===== config.mk =====
export PLATFORM = sky130hd
export DESIGN_NAME = sync_fifo_param
export DESIGN_NICKNAME = d
export VERILOG_FILES = /design/src/rtl/sync_fifo_param.sv
export SDC_FILE = /design/constraint.sdc
export NUM_CORES = 1
export LEC_CHECK = 0
export BUFFER_PORTS_ARGS = -buffer_cell sky130_fd_sc_hd__buf_2
export CORE_UTILIZATION = 35
export DETAILED_ROUTE_END_ITERATION = 16
export PLACE_DENSITY_LB_ADDON = 0.12
export SLEW_MARGIN = 40
export SYNTH_ARGS = -nofsm -noshare
export SYNTH_HDL_FRONTEND = slang
export SYNTH_SLANG_ARGS = --single-unit

===== constraint.sdc =====
create_clock -name clk -period 2.7 [get_ports clk]
set_input_delay 0.27 -clock clk [delete_from_list [all_inputs] [get_ports clk]]
set_output_delay 0.27 -clock clk [all_outputs]
set_load 0.1 [all_outputs]

===== src/rtl/sync_fifo_param.sv =====
// sync_fifo_param: parametrised single-clock FIFO with simultaneous push/pop,
// programmable almost-full/almost-empty thresholds, occupancy count,
// synchronous flush and sticky overflow/underflow flags.
//
// Ports:
//   clk          - single clock, all state updates on posedge
//   reset        - synchronous, active-high
//   push, in     - write request and data (captured when accepted)
//   pop          - read request; out updates on the accepting edge
//   flush        - synchronous clear of contents (error flags kept)
//   clear_err    - clears overflow/underflow (a same-cycle new error wins)
//   out          - registered read data
//   empty, full, almost_empty, almost_full, count - registered status
//   overflow     - sticky: push while full and not popping
//   underflow    - sticky: pop while empty
module sync_fifo_param #(
    parameter int unsigned WIDTH        = 8,
    parameter int unsigned DEPTH        = 16,
    parameter int unsigned DEPTHLOG2    = 4,
    parameter int unsigned AFULL_LEVEL  = DEPTH - 2,
    parameter int unsigned AEMPTY_LEVEL = 2
) (
    input  logic                 clk,
    input  logic                 reset,
    input  logic                 push,
    input  logic                 pop,
    input  logic                 flush,
    input  logic                 clear_err,
    input  logic [WIDTH-1:0]     in,
    output logic [WIDTH-1:0]     out,
    output logic                 empty,
    output logic                 full,
    output logic                 almost_empty,
    output logic                 almost_full,
    output logic [DEPTHLOG2:0]   count,
    output logic                 overflow,
    output logic                 underflow
);

    localparam int unsigned CW = DEPTHLOG2 + 1;
    localparam int unsigned PW = DEPTHLOG2;

    logic [WIDTH-1:0] mem [DEPTH];

    logic [PW-1:0] rptr;
    logic [PW-1:0] wptr;
    logic [PW-1:0] rptr_next;
    logic [PW-1:0] wptr_next;
    logic [CW-1:0] count_next;
    logic          push_ok;
    logic          pop_ok;
    logic          ovf_set;
    logic          unf_set;
    logic          overflow_next;
    logic          underflow_next;

    // Accept/reject decisions and next-state; flush discards any push/pop.
    always_comb begin
        pop_ok         = 1'b0;
        push_ok        = 1'b0;
        ovf_set        = 1'b0;
        unf_set        = 1'b0;
        rptr_next      = rptr;
        wptr_next      = wptr;
        count_next     = count;

        if (flush) begin
            rptr_next  = '0;
            wptr_next  = '0;
            count_next = '0;
        end else begin
            pop_ok  = pop && !empty;
            // A pop in the same cycle frees the slot, so a full FIFO still accepts.
            push_ok = push && (!full || pop_ok);
            ovf_set = push && full && !pop_ok;
            unf_set = pop && empty;

            if (push_ok) wptr_next = wptr + PW'(1);
            if (pop_ok)  rptr_next = rptr + PW'(1);

            if (push_ok && !pop_ok)      count_next = count + CW'(1);
            else if (!push_ok && pop_ok) count_next = count - CW'(1);
        end

        // New error beats clear_err.
        overflow_next  = ovf_set || (overflow  && !clear_err);
        underflow_next = unf_set || (underflow && !clear_err);
    end

    // Pointers, count, read data, flags; status decoded from next count so it is registered.
    always_ff @(posedge clk) begin
        if (reset) begin
            rptr         <= '0;
            wptr         <= '0;
            count        <= '0;
            out          <= '0;
            empty        <= 1'b1;
            full         <= 1'b0;
            almost_empty <= 1'b1;
            almost_full  <= 1'b0;
            overflow     <= 1'b0;
            underflow    <= 1'b0;
        end else begin
            rptr         <= rptr_next;
            wptr         <= wptr_next;
            count        <= count_next;
            empty        <= (count_next == CW'(0));
            full         <= (count_next == CW'(DEPTH));
            almost_empty <= (count_next <= CW'(AEMPTY_LEVEL));
            almost_full  <= (count_next >= CW'(AFULL_LEVEL));
            overflow     <= overflow_next;
            underflow    <= underflow_next;
            if (pop_ok) out <= mem[rptr];
        end
    end

    // Storage array; contents are deliberately not reset.
    always_ff @(posedge clk) begin
        if (!reset && push_ok) mem[wptr] <= in;
    end

endmodule


; Yosys cells after proc, flatten, opt, wreduce, memory -nomap -nowiden
; Memories as Yosys holds them, arrays and structs flattened. A register that Yosys moved wholly into a read port is not among the register bits.
; Index checks and enable logic that the tools add are counted.
[classes]
addsub = 4
order_cmp = 2
eq_ne = 1
mux = 9
reduce_logical = 21
[ops]
columns = op, n
row1 = $mux W5, 3
row2 = $logic_and A1 B1 Y1, 10
row3 = $add A4 B1 Y4 const B, 2
row4 = $logic_not A1 Y1, 6
row5 = $mux W1, 6
row6 = $add A5 B1 Y5 const B, 1
row7 = $eq A5 B5 Y1 const B, 1
row8 = $ge A5 B4 Y1 const B, 1
row9 = $le A5 B2 Y1 const B, 1
row10 = $logic_not A5 Y1, 1
row11 = $sub A5 B1 Y5 const B, 1
row12 = $logic_or A1 B1 Y1, 3
row13 = $reduce_or A2 Y1, 1
[totals]
register_bits = 19
ramBits = 128
inputBits = 14
output_inout_bits = 19
wordCells = 47
n_memories = 1
[memory_table]
columns = name, words, word_bits, rd, rd_ports_with_merged_regs, write_ports, line_no
row1 = mem, 16, 8, 1, 1, 1, 43  ; logic [WIDTH-1:0] mem [DEPTH];

; Logic depth before layout (Yosys ltp)
[depth]
ltp_word = 10
mapped_depth = 8
mapped_depth_nobuf = 7

; Least setup slack after synthesis
; No wires, ideal clock.
[synth_timing]
path_type = register -> register
from = register empty
to = memory mem[0][0], enable pin
setup_ns = 0.383
arrival_time_ns = 2.363
required_ns = 2.317
slack_ns = -0.046
path_stages_with_launch = 6
n_path_buf = 1
synth_period_minus_slack_ns = 2.746
cell_sequence = dfxtp_1 nand2b_1 buf_2 a2111oi_2 nand2_1 nor3_1
[synth_between]
elab_chain_len = 8
[synth_lines]
columns = item, line_no
row1 = from (decl), 31  ; output logic empty,
row2 = from (signal assigned), 107  ; empty <= (count_next == CW'(0));
row3 = $logic_not A1 Y1, 72  ; pop_ok = pop && !empty;
row4 = $logic_and A1 B1 Y1, 72
row5 = $logic_or A1 B1 Y1, 74  ; push_ok = push && (!full || pop_ok);
row6 = $logic_and A1 B1 Y1, 74
row7 = $mux W1, 67  ; if (flush) begin
row8 = $logic_and A1 B1 Y1, 119  ; if (!reset && push_ok) mem[wptr] <= in;
row9 = $mux W1, 119
row10 = $mux W1 (not written as such), 119
row11 = to (decl), 43
; Every way passes these cells.

; Worst setup path after layout
[layout_timing]
from = register empty
to = memory mem[2][1], enable pin
; Same word-level chain as after synthesis.

==> impl_results.md <==
* Synth Area per Inst at 17.0 um2
* Detailed router's first-iteration violation count at 259
* Worst vdd ir at 0.465 mV
* Post-CTS Resized at 0
* DR pass1 iterations at 5
* I/O pin cnt at 33
* Cells after synthesis at 370
* Hold Violations, Final at 0
* Fin crit period at 2110 ps
* Status: finished, final reports clean
* DIE AREA at 18500 um2
* Vias in the first global route at 3466
* GP Congestion at 0.792
* Power per cell area at 712 nW/um2
* CP startpoint kind: flip-flop
* Hold Buf Count CTS at 0
* Post-place instance area at 6790 um2
* RSZ-0062 raised after global routing: no
* Req. time, crit path at 2820 ps
* Routed via count at 3369
* Fin nets at 440
* Fin Clk Skew at 10.3 ps
* Clock sinks at 155
* Critical Setup Path Class: reg -> reg
* Arrival @ worst endpoint at 2230 ps
* Synth warnings at 0
* Worst-Skew Late Latency at 420 ps
* Post-route cell area at 7370 um2
* Placed instance count at 625
* Fmax at 0.473 GHz
* Num CTS Buffers at 17
* Worst-Margin Slew at 681 ps
* Total grt overflow at 0
* Post-synth EDFFs at 128
* Clk buf depth at 2
* CP endpoint kind: flip-flop
* Post-synth ARST share at 0%
* WL/cell at 20.8 um
* ANT cells at 0
* First-pass GRT wire length at 21000 um
* Min Hold Slack at 126 ps
* Max Cap Violations at 0
* Pin count of the biggest net entering global routing at 36
* Post-synthesis instance area at 6290 um2
* Die height at 136 um
* Netlist cell types at 52
* Commonest non-fill, non-tap cells in the layout: edfxtp_1, nor2_1, mux4_2, buf_2, dfxtp_1
* Post-Syn Nets at 391
* FF+latch count, synth at 155
* Endpoints failing setup at 0
* Max Slew Vio Count at 0
* Final WL at 13700 um
* Starting Density at 36.1%
* Std cell rows at 48
* CTS tree: done
* Port bufs at 32
* Final core occ at 42.3%
* Most common cell after layout, fill and taps aside: edfxtp_1
* DIE WIDTH at 136 um
* Top_reg_cell synth: edfxtp_1
* Root Driver: clkbuf_16
* Worst min-delay path class: in -> reg
* Clock transition at path regs at 60 ps
* Setup Buffers After CTS at 0
* Max transition margin at 54.5%
* Number of routed nets with antenna violations at 0
* Initial antenna violation count at 0
* # DRC at 0
* Final period util at 78.2%
* # H-tree levels at 4
* Maximum fanout along the worst path at 8
* Hpwl dp at 8620 um
* Share of cells above drive strength 1 at 29.6%
* Core region area at 17400 um2
* Non-Filler Instances at 657
* Vias per inst at 5.13
* Global Route Usage Sum at 16.2%
* Area Growth Syn to Fin at 17.3%
* Seq/Total Area, Yosys at 69.7%
* Leakage Power at 2.47 nW
-- report_power, final --
part           total (mW)  internal (mW)  switching (mW)
clock network        2.40           1.52           0.880
logic               0.232         0.0634           0.169
registers            2.61           2.60          0.0125
total                5.25           4.19            1.06
-- Yosys cell counts, types with 2 or more instances --
cell / n / area [um2]
edfxtp_1: 128 / 3840
nor2_1: 36 / 135
mux4_2: 32 / 721
dfxtp_1: 27 / 541
a21oi_1: 21 / 105
a22oi_1: 16 / 120
clkbuf_1: 11 / 41.3
nand2_1: 10 / 37.5
inv_1: 8 / 30.0
nor3_1: 8 / 40.0
ha_1: 7 / 87.6
nand2b_1: 7 / 43.8
buf_2: 4 / 20.0
xor2_1: 4 / 35.0
buf_6: 3 / 33.8
nor2b_1: 3 / 18.8
xnor2_1: 3 / 26.3
a2111oi_2: 2 / 30.0
buf_1: 2 / 7.51
buf_4: 2 / 15.0
mux2i_1: 2 / 20.0
nand3_1: 2 / 10.0
nand3_2: 2 / 20.0
nand4_1: 2 / 12.5
-- per-stage QoR --
stage	power (mW)	setup TNS, ps	worst slack [ps]
global route	5.43	0	427
detailed placement	2.90	0	572
floorplan	2.82	-697	-43.6
CTS	5.31	0	541
global placement	2.89	0	570
finish	5.25	0	588
-- cell type report --
type                       instances  area (um2)
fill                            1578       10000
sequential                       155        4390
multi-input combinational        184        1760
clock buffer                      20         437
timing repair buffer              52         323
tap                              225         282
clock inverter                    12         153
inverter                           9        33.8
-- kinds of logic after synthesis --
family,after synthesis,share of synthesized area [%]
AND/OR/NAND/NOR,86,7.54
multiplexers,35,12.0
adder cells (fa/ha/maj),7,1.39
buffers and inverters,31,2.41
flip-flops,155,69.7
XOR/XNOR,7,0.975
AO/OA/AOI/OAI,49,5.93
-- state kept, by name, indices dropped and copies added (netlist names) --
name          cells
mem             128
out               8
count             5
rptr              4
wptr              4
almost_empty      1
almost_full       1
empty             1
full              1
overflow          1
underflow         1
-- path summary, 6_finish.rpt --
path	from	end	slack, ps	depth (start not counted)
setup / recovery	empty	mem[2][1]	590	5
hold reg to reg	underflow	underflow	480	2
setup reg to reg	empty	mem[2][1]	590	5
hold / removal	clear_err	underflow	130	3
-- routing by layer --
metal / GRT usage, % / vias up / wire length [um]
met5: 0 / - / 0
met4: 5.37 / 0 / 115
met3: 3.73 / 7 / 603
met2: 25.8 / 74 / 6640
met1: 21.9 / 1743 / 6310
li1: - / 1545 / -
-- worst max-delay path, stage by stage, from the launching register on --
cell and delay [ps]:
dfxtp_1 390, nand2b_1 210, a2111oi_2 540, nand2_1 250, nor3_1 190, buf_4 230
(Power assumes the default switching activity.)
